File: src/rtl/rv_reg_file_sb.sv
// Integer register file with init sweep and per-register busy scoreboard.
// Define RV_REG_FILE_BYPASS_EN for same-cycle write-to-read forwarding.
module rv_reg_file_sb #(
    parameter int XLEN     = 32,
    parameter int NUM_REGS = 32,
    parameter int AW       = $clog2(NUM_REGS)
) (
    input  logic            clk,
    input  logic            reset,
    output logic            ready_o,
    input  logic [AW-1:0]   rs1_addr_i,
    input  logic [AW-1:0]   rs2_addr_i,
    output logic [XLEN-1:0] rs1_data_o,
    output logic [XLEN-1:0] rs2_data_o,
    output logic            rs1_busy_o,
    output logic            rs2_busy_o,
    input  logic            issue_en_i,
    input  logic [AW-1:0]   issue_addr_i,
    input  logic            wr_en_i,
    input  logic [AW-1:0]   rd_addr_i,
    input  logic [XLEN-1:0] wr_data_i
);

    typedef enum logic {
        INIT,
        RUN
    } state_t;

    state_t                state, state_nxt;
    logic [AW-1:0]         sw_idx;
    logic [XLEN-1:0]       rf [NUM_REGS];
    logic [NUM_REGS-1:0]   busy, busy_nxt;
    logic                  run;
    logic                  wr_ok;
    logic                  iss_ok;
    logic [XLEN-1:0]       arr1, arr2;
    logic                  byp1, byp2;

    assign run    = (state == RUN);
    assign wr_ok  = wr_en_i && (rd_addr_i != '0);
    assign iss_ok = issue_en_i && (issue_addr_i != '0);

    always_ff @(posedge clk) begin
        if (reset) begin
            state  <= INIT;
            sw_idx <= '0;
        end else begin
            state  <= state_nxt;
            if (state == INIT)
                sw_idx <= sw_idx + 1'b1;
        end
    end

    always_comb begin
        state_nxt = state;
        unique case (state)
            INIT: if (sw_idx == AW'(NUM_REGS - 1)) state_nxt = RUN;
            RUN:  state_nxt = RUN;
            default: state_nxt = INIT;
        endcase
    end

    // Array has no reset; the sweep zeroes it one entry per cycle.
    always_ff @(posedge clk) begin
        if (!reset) begin
            if (state == INIT)
                rf[sw_idx] <= '0;
            else if (wr_ok)
                rf[rd_addr_i] <= wr_data_i;
        end
    end

    // Set is applied after clear so a same-address issue wins.
    always_comb begin
        busy_nxt = busy;
        if (wr_ok)
            busy_nxt[rd_addr_i] = 1'b0;
        if (iss_ok)
            busy_nxt[issue_addr_i] = 1'b1;
        busy_nxt[0] = 1'b0;
    end

    always_ff @(posedge clk) begin
        if (reset)
            busy <= '0;
        else if (run)
            busy <= busy_nxt;
    end

    assign ready_o = run;

    assign arr1 = (run && rs1_addr_i != '0) ? rf[rs1_addr_i] : '0;
    assign arr2 = (run && rs2_addr_i != '0) ? rf[rs2_addr_i] : '0;

`ifdef RV_REG_FILE_BYPASS_EN
    assign byp1 = run && wr_ok && (rd_addr_i == rs1_addr_i);
    assign byp2 = run && wr_ok && (rd_addr_i == rs2_addr_i);
`else
    assign byp1 = 1'b0;
    assign byp2 = 1'b0;
`endif

    always_comb begin
        rs1_data_o = byp1 ? wr_data_i : arr1;
        rs2_data_o = byp2 ? wr_data_i : arr2;
        rs1_busy_o = run ? busy[rs1_addr_i] : 1'b0;
        rs2_busy_o = run ? busy[rs2_addr_i] : 1'b0;
        if (byp1 && !(issue_en_i && issue_addr_i == rs1_addr_i))
            rs1_busy_o = 1'b0;
        if (byp2 && !(issue_en_i && issue_addr_i == rs2_addr_i))
            rs2_busy_o = 1'b0;
    end

endmodule

File: config.mk
export PLATFORM = sky130hd
export DESIGN_NAME = rv_reg_file_sb
export DESIGN_NICKNAME = d
export VERILOG_FILES = /design/src/rtl/rv_reg_file_sb.sv
export SDC_FILE = /design/constraint.sdc
export NUM_CORES = 1
export LEC_CHECK = 0
export CAP_MARGIN = 20
export CORE_MARGIN = 1
export CORE_UTILIZATION = 35
export CTS_BUF_LIST = sky130_fd_sc_hd__clkbuf_8 sky130_fd_sc_hd__clkbuf_16
export CTS_CLUSTER_SIZE = 25
export DETAILED_ROUTE_END_ITERATION = 10
export MAX_ROUTING_LAYER = met4
export SLEW_MARGIN = 10
export SYNTH_ARGS = -nofsm -noshare
export SYNTH_HDL_FRONTEND = slang
export SYNTH_SLANG_ARGS = --single-unit
File: constraint.sdc
create_clock -name clk -period 5.5 [get_ports clk]
set_input_delay 1.65 -clock clk [delete_from_list [all_inputs] [get_ports clk]]
set_output_delay 1.65 -clock clk [all_outputs]
set_load 0.01 [all_outputs]
Word level (Yosys, flattened, before mapping)
Memory sizes are Yosys's and may differ from the RTL's.
Cells that the tools add are included.
- register bits after elaboration: 37
- bits in writable memories: 1024
- input port bits: 56
- output and inout port bits: 67
- logic and storage cells: 53
- memories kept: 1
- memories (name ; words ; bits a word ; rd ports ; clocked after Yosys merged registers in ; wr ports ; line ; RTL):
    rf ; 32 ; 32 ; 2 ; 0 ; 1 ; 31 ; logic [XLEN-1:0] rf [NUM_REGS];
- add/subtract/negate cells: 1
- magnitude comparators: 6
- equality and inequality tests: 1
- muxes and demuxes: 26
- bitwise gates (word level): 4
- reduce and logical (&&, ||, !) cells: 11
- operator list (operator ; count):
    2-to-1 mux 32 bit ; 5
    AND 32 bit ; 1
    NOT 32 bit ; 1
    OR 32 bit ; 1
    OR reduction 32 bit ; 1
    < comparator 5 x 6 -> 1 bit, second input constant ; 4
    nonzero test 5 bit ; 4
    2-to-1 mux 1 bit ; 15
    binary-select mux 1 bit (select 5 bit) ; 2
    demux 1 bit (select 5 bit) ; 2
    greater-or-equal comparator 5 x 1 -> 1 bit, second input constant ; 2
    logical AND 1 bit ; 6
    adder 5 x 1 -> 5 bit, second input constant ; 1
    == test 5 bit, second input constant ; 1
    2-to-1 mux 5 bit ; 1
    case mux 1 bit (2 select lines) ; 1
    NOT 1 bit ; 1

Longest topological paths before layout
- depth after elaboration: 9
- gate-level depth with buffers: 9
- gate-level depth less buffers: 5

Worst setup path after synthesis
No wires, ideal clock.
- kind: input to output
- start: in rs2_addr_i[2]
- end: out rs2_data_o[14]
- arrival time: 3.251 ns
- data required time: 3.850 ns
- path slack: 0.599 ns
- stages on the path: 8
- path buffers: 4
- path through: buf_2 -> buf_2 -> buf_2 -> buf_1 -> mux4_2 -> o21ai_0 -> nand2_1 -> a21o_1
- cells in the longest elaborated chain, start to end: 3
- elaborated cells on any way between the ends: 4
- those cells by class: mux: 1; reduce/logical: 2; memory: 1
- RTL lines (item ; line ; RTL):
    from (decl) ; 12 ; input logic [AW-1:0] rs2_addr_i,
    branches (longest 2 deep; another with memory (32 x 32 bit)) ; - ;
    2-to-1 mux 32 bit * ; 93 ; assign arr2 = (run && rs2_addr_i != '0) ? rf[rs2_addr_i] : '0;
    to (decl) ; 14 ; output logic [XLEN-1:0] rs2_data_o,
Every way passes the cells marked *.

Final worst setup path
- start: in rs1_addr_i[0]
- end: out rs1_data_o[18]
- cells in the longest elaborated chain, start to end: 3
- elaborated cells on any way between the ends: 4
- those cells by class: mux: 1; reduce/logical: 2; memory: 1
- RTL lines (item ; line ; RTL):
    from (decl) ; 11 ; input logic [AW-1:0] rs1_addr_i,
    branches (longest 2 deep; another with memory (32 x 32 bit)) ; - ;
    2-to-1 mux 32 bit * ; 92 ; assign arr1 = (run && rs1_addr_i != '0) ? rf[rs1_addr_i] : '0;
    to (decl) ; 13 ; output logic [XLEN-1:0] rs1_data_o,
Marks and branches as above.

==> qor.yml <==
globalplace.congestion: 0.877
drtIter0Drc: 3618
cts.sinks: 1061
p_leak_nw: 23.8
clock_path_buffers: 3
hp-class: "register to register"
wl_per_cell_um: 31.0
synth_simple_gate_area_share_pct: 3.26
synthesis.area_mm2: 0.0502
dp_hpwl_um: 105000
io_pins: 123
grt.total_usage_pct: 23.5
clock_latency_ns: 0.71
vias: 32400
htree_levels: 3
status: "complete, no violations"
cts_hold_buf: 0
coreArea_mm2: 0.142
synth.distinct_cells: 49
drc: 0
crit_required_ns: 3.85
grt_pass1_vias: 32600
maxSlewViolCount: 0
synth_top_family_by_area: "multiplexers"
yosysSeqAreaShare_pct: 62.7
ys_ff_latch: 1061
relSlewSlack_pct: 29.9
final-setup-viol-count: 0
path_max_fanout: 11
r2r_cells: 7
synth_compound_area_share_pct: 7.11
grt_max_degree: 45
first_pass_iters: 6
critPathLaunchType: "input port"
hold_path_depth: 2
synthAdderAreaFrac_pct: 0.0499
maxCapViolations: 0
ant_nets: 0
tightest_slew_ns: 1.05
grt_pass1_wl_um: 238000
vdd_drop_max_v: 0.000241
numCtsBuffers: 110
antenna_found_initial: 13
yosys_warnings: 0
dieWidth_um: 381
die_h_um: 381
synth.avg_cell_area_um2: 16.8
area_growth_pct: 24.8
min_period_over_period_pct: 99.7
syn_inst: 2981
async_flop_share_pct: 0
preCtsSetupSlack_ns: -0.494
clkTransAtPathRegs_ns: 0.06
arrival_ns: 3.83
synth_xor_area_share_pct: 0.0349
drt-total-wl_um: 169000
port_buffers: 122
via_per_inst: 5.95
max_freq_mhz: 182
overflow: 0
post-place-cells: 5187
cts_tree: "yes"
synthFlopType: "edfxtp_1"
hold_violations: 0
critPathKind: "input port to output pin"
skew_ns: 0.0200
fillers: 12500
worst_slack_ns: 0.0183
start_util_pct: 35.4
synth-edff-count: 1024
synthMuxAreaShare_pct: 24.5
cts-root-buf: "clkbuf_16"
final_nets: 3520
rows: 138
dieArea_mm2: 0.145
crit_path_end_kind: "output pin"
stdcell_count: 5444
p_per_area_mw_per_mm2: 277
min_period_ns: 5.48
drive_gt1_share_pct: 31.1
syn_nets: 3039
kinds of logic (layout without fill, tap and decap cells):
kind of cell | Yosys count | after routing
AO/OA/AOI/OAI | 513 | 513
XOR/XNOR | 2 | 2
adder cells (fa/ha/maj) | 2 | 2
buffers and inverters | 235 | 803
flip-flops | 1061 | 1061
multiplexers | 834 | 834
other | 0 | 5
AND/OR/NAND/NOR | 334 | 334
routing by layer:
metal	GRT usage, %	share of wire (%)
met2	36.8	47
met3	4.08	8.0
met1	31.3	41
met4	7.38	3.3
met5	-	0
flip-flops by register name (all words and copies together), names as in the netlist:
name / cells
busy: 31
ready_o: 1
rf: 1024
sw_idx: 5
through the flow:
| step | total power, mW | utilization, % | area, µm² | hold slack, ns | TNS [ns] |
|---|---|---|---|---|---|
| after floorplan | 9.62 | - | 50200 | 0.460 | 0 |
| after global placement | 10.1 | 40.7 | 57800 | 0.475 | -18.83 |
| after detailed placement | 10.2 | 40.7 | 57800 | 0.481 | -18.47 |
| after CTS | 17.4 | 43.9 | 62300 | 0.491 | -0.310 |
| after global routing | 17.7 | 44.1 | 62600 | 0.521 | -0.000120 |
| final | 17.3 | 44.1 | 62600 | 0.491 | 0 |
critical path, stage by stage:
cell and delay (ns):
buf_8 0.14, buf_12 0.18, buf_12 0.19, mux4_2 0.52, a22oi_2 0.26, nand3_1 0.10
and2_2 0.26, clkdlybuf4s50_1 0.49
cell usage in the layout, fill, tap and decap left out, types with 54 or more instances in the layout:
master,count
mux4_2,316
nand2_1,102
mux2i_1,496
buf_12,127
a22oi_1,130
edfxtp_1,1024
clkbuf_16,114
a221oi_1,54
o21ai_0,56
buf_4,310
synth_stat cells, drive strengths merged (33+ instances only):
library cell | n | area (µm²)
edfxtp | 1024 | 30700
mux2i | 505 | 5050
mux4 | 316 | 7120
buf | 145 | 795
a22oi | 138 | 1040
nand2 | 102 | 383
o21ai | 97 | 485
clkbuf | 86 | 323
nor2 | 75 | 284
a221oi | 63 | 552
and2 | 61 | 382
a31oi | 56 | 350
a21oi | 51 | 255
dfxtp | 37 | 741
nand3 | 33 | 165
o211ai | 33 | 248
timing repair:
action	4_1_cts	5_1_grt
buffers inserted	32	6
resized for setup	171	39
pin swaps	17	10
gates cloned	11	2
setup endpoints to repair	65	20
power by group:
part	switching (mW)	internal, mW
Sequential	0.0207	8.78
Clock	3.20	4.02
Combinational	0.671	0.630
final cells by class:
type                    count  area (µm²)  share of cell area [%]
diodes                      5        12.5                  0.0200
clock buffers             111        2780                    4.44
clock inverters            88         638                    1.02
inverters                   4        15.0                  0.0240
multi-input cells        1685       18300                    29.2
flip-flops and latches   1061       31500                    50.3
well taps                1890        2360                    3.78
repair buffers            600        7020                    11.2
final timing paths:
| path | from | end | slack [ns] |
|---|---|---|---|
| worst min register to register | busy[25]$_SDFFE_PP0P_ | busy[25]$_SDFFE_PP0P_ | 0.49 |
| worst max register to register | ready_o$_SDFF_PP0_ | rf[26][12]$_DFFE_PP_ | 2.02 |
| worst min-delay path | busy[25]$_SDFFE_PP0P_ | busy[25]$_SDFFE_PP0P_ | 0.49 |
| worst max-delay path | rs1_addr_i[0] | rs1_data_o[18] | 0.02 |
Power figures use the tool's default switching activity.
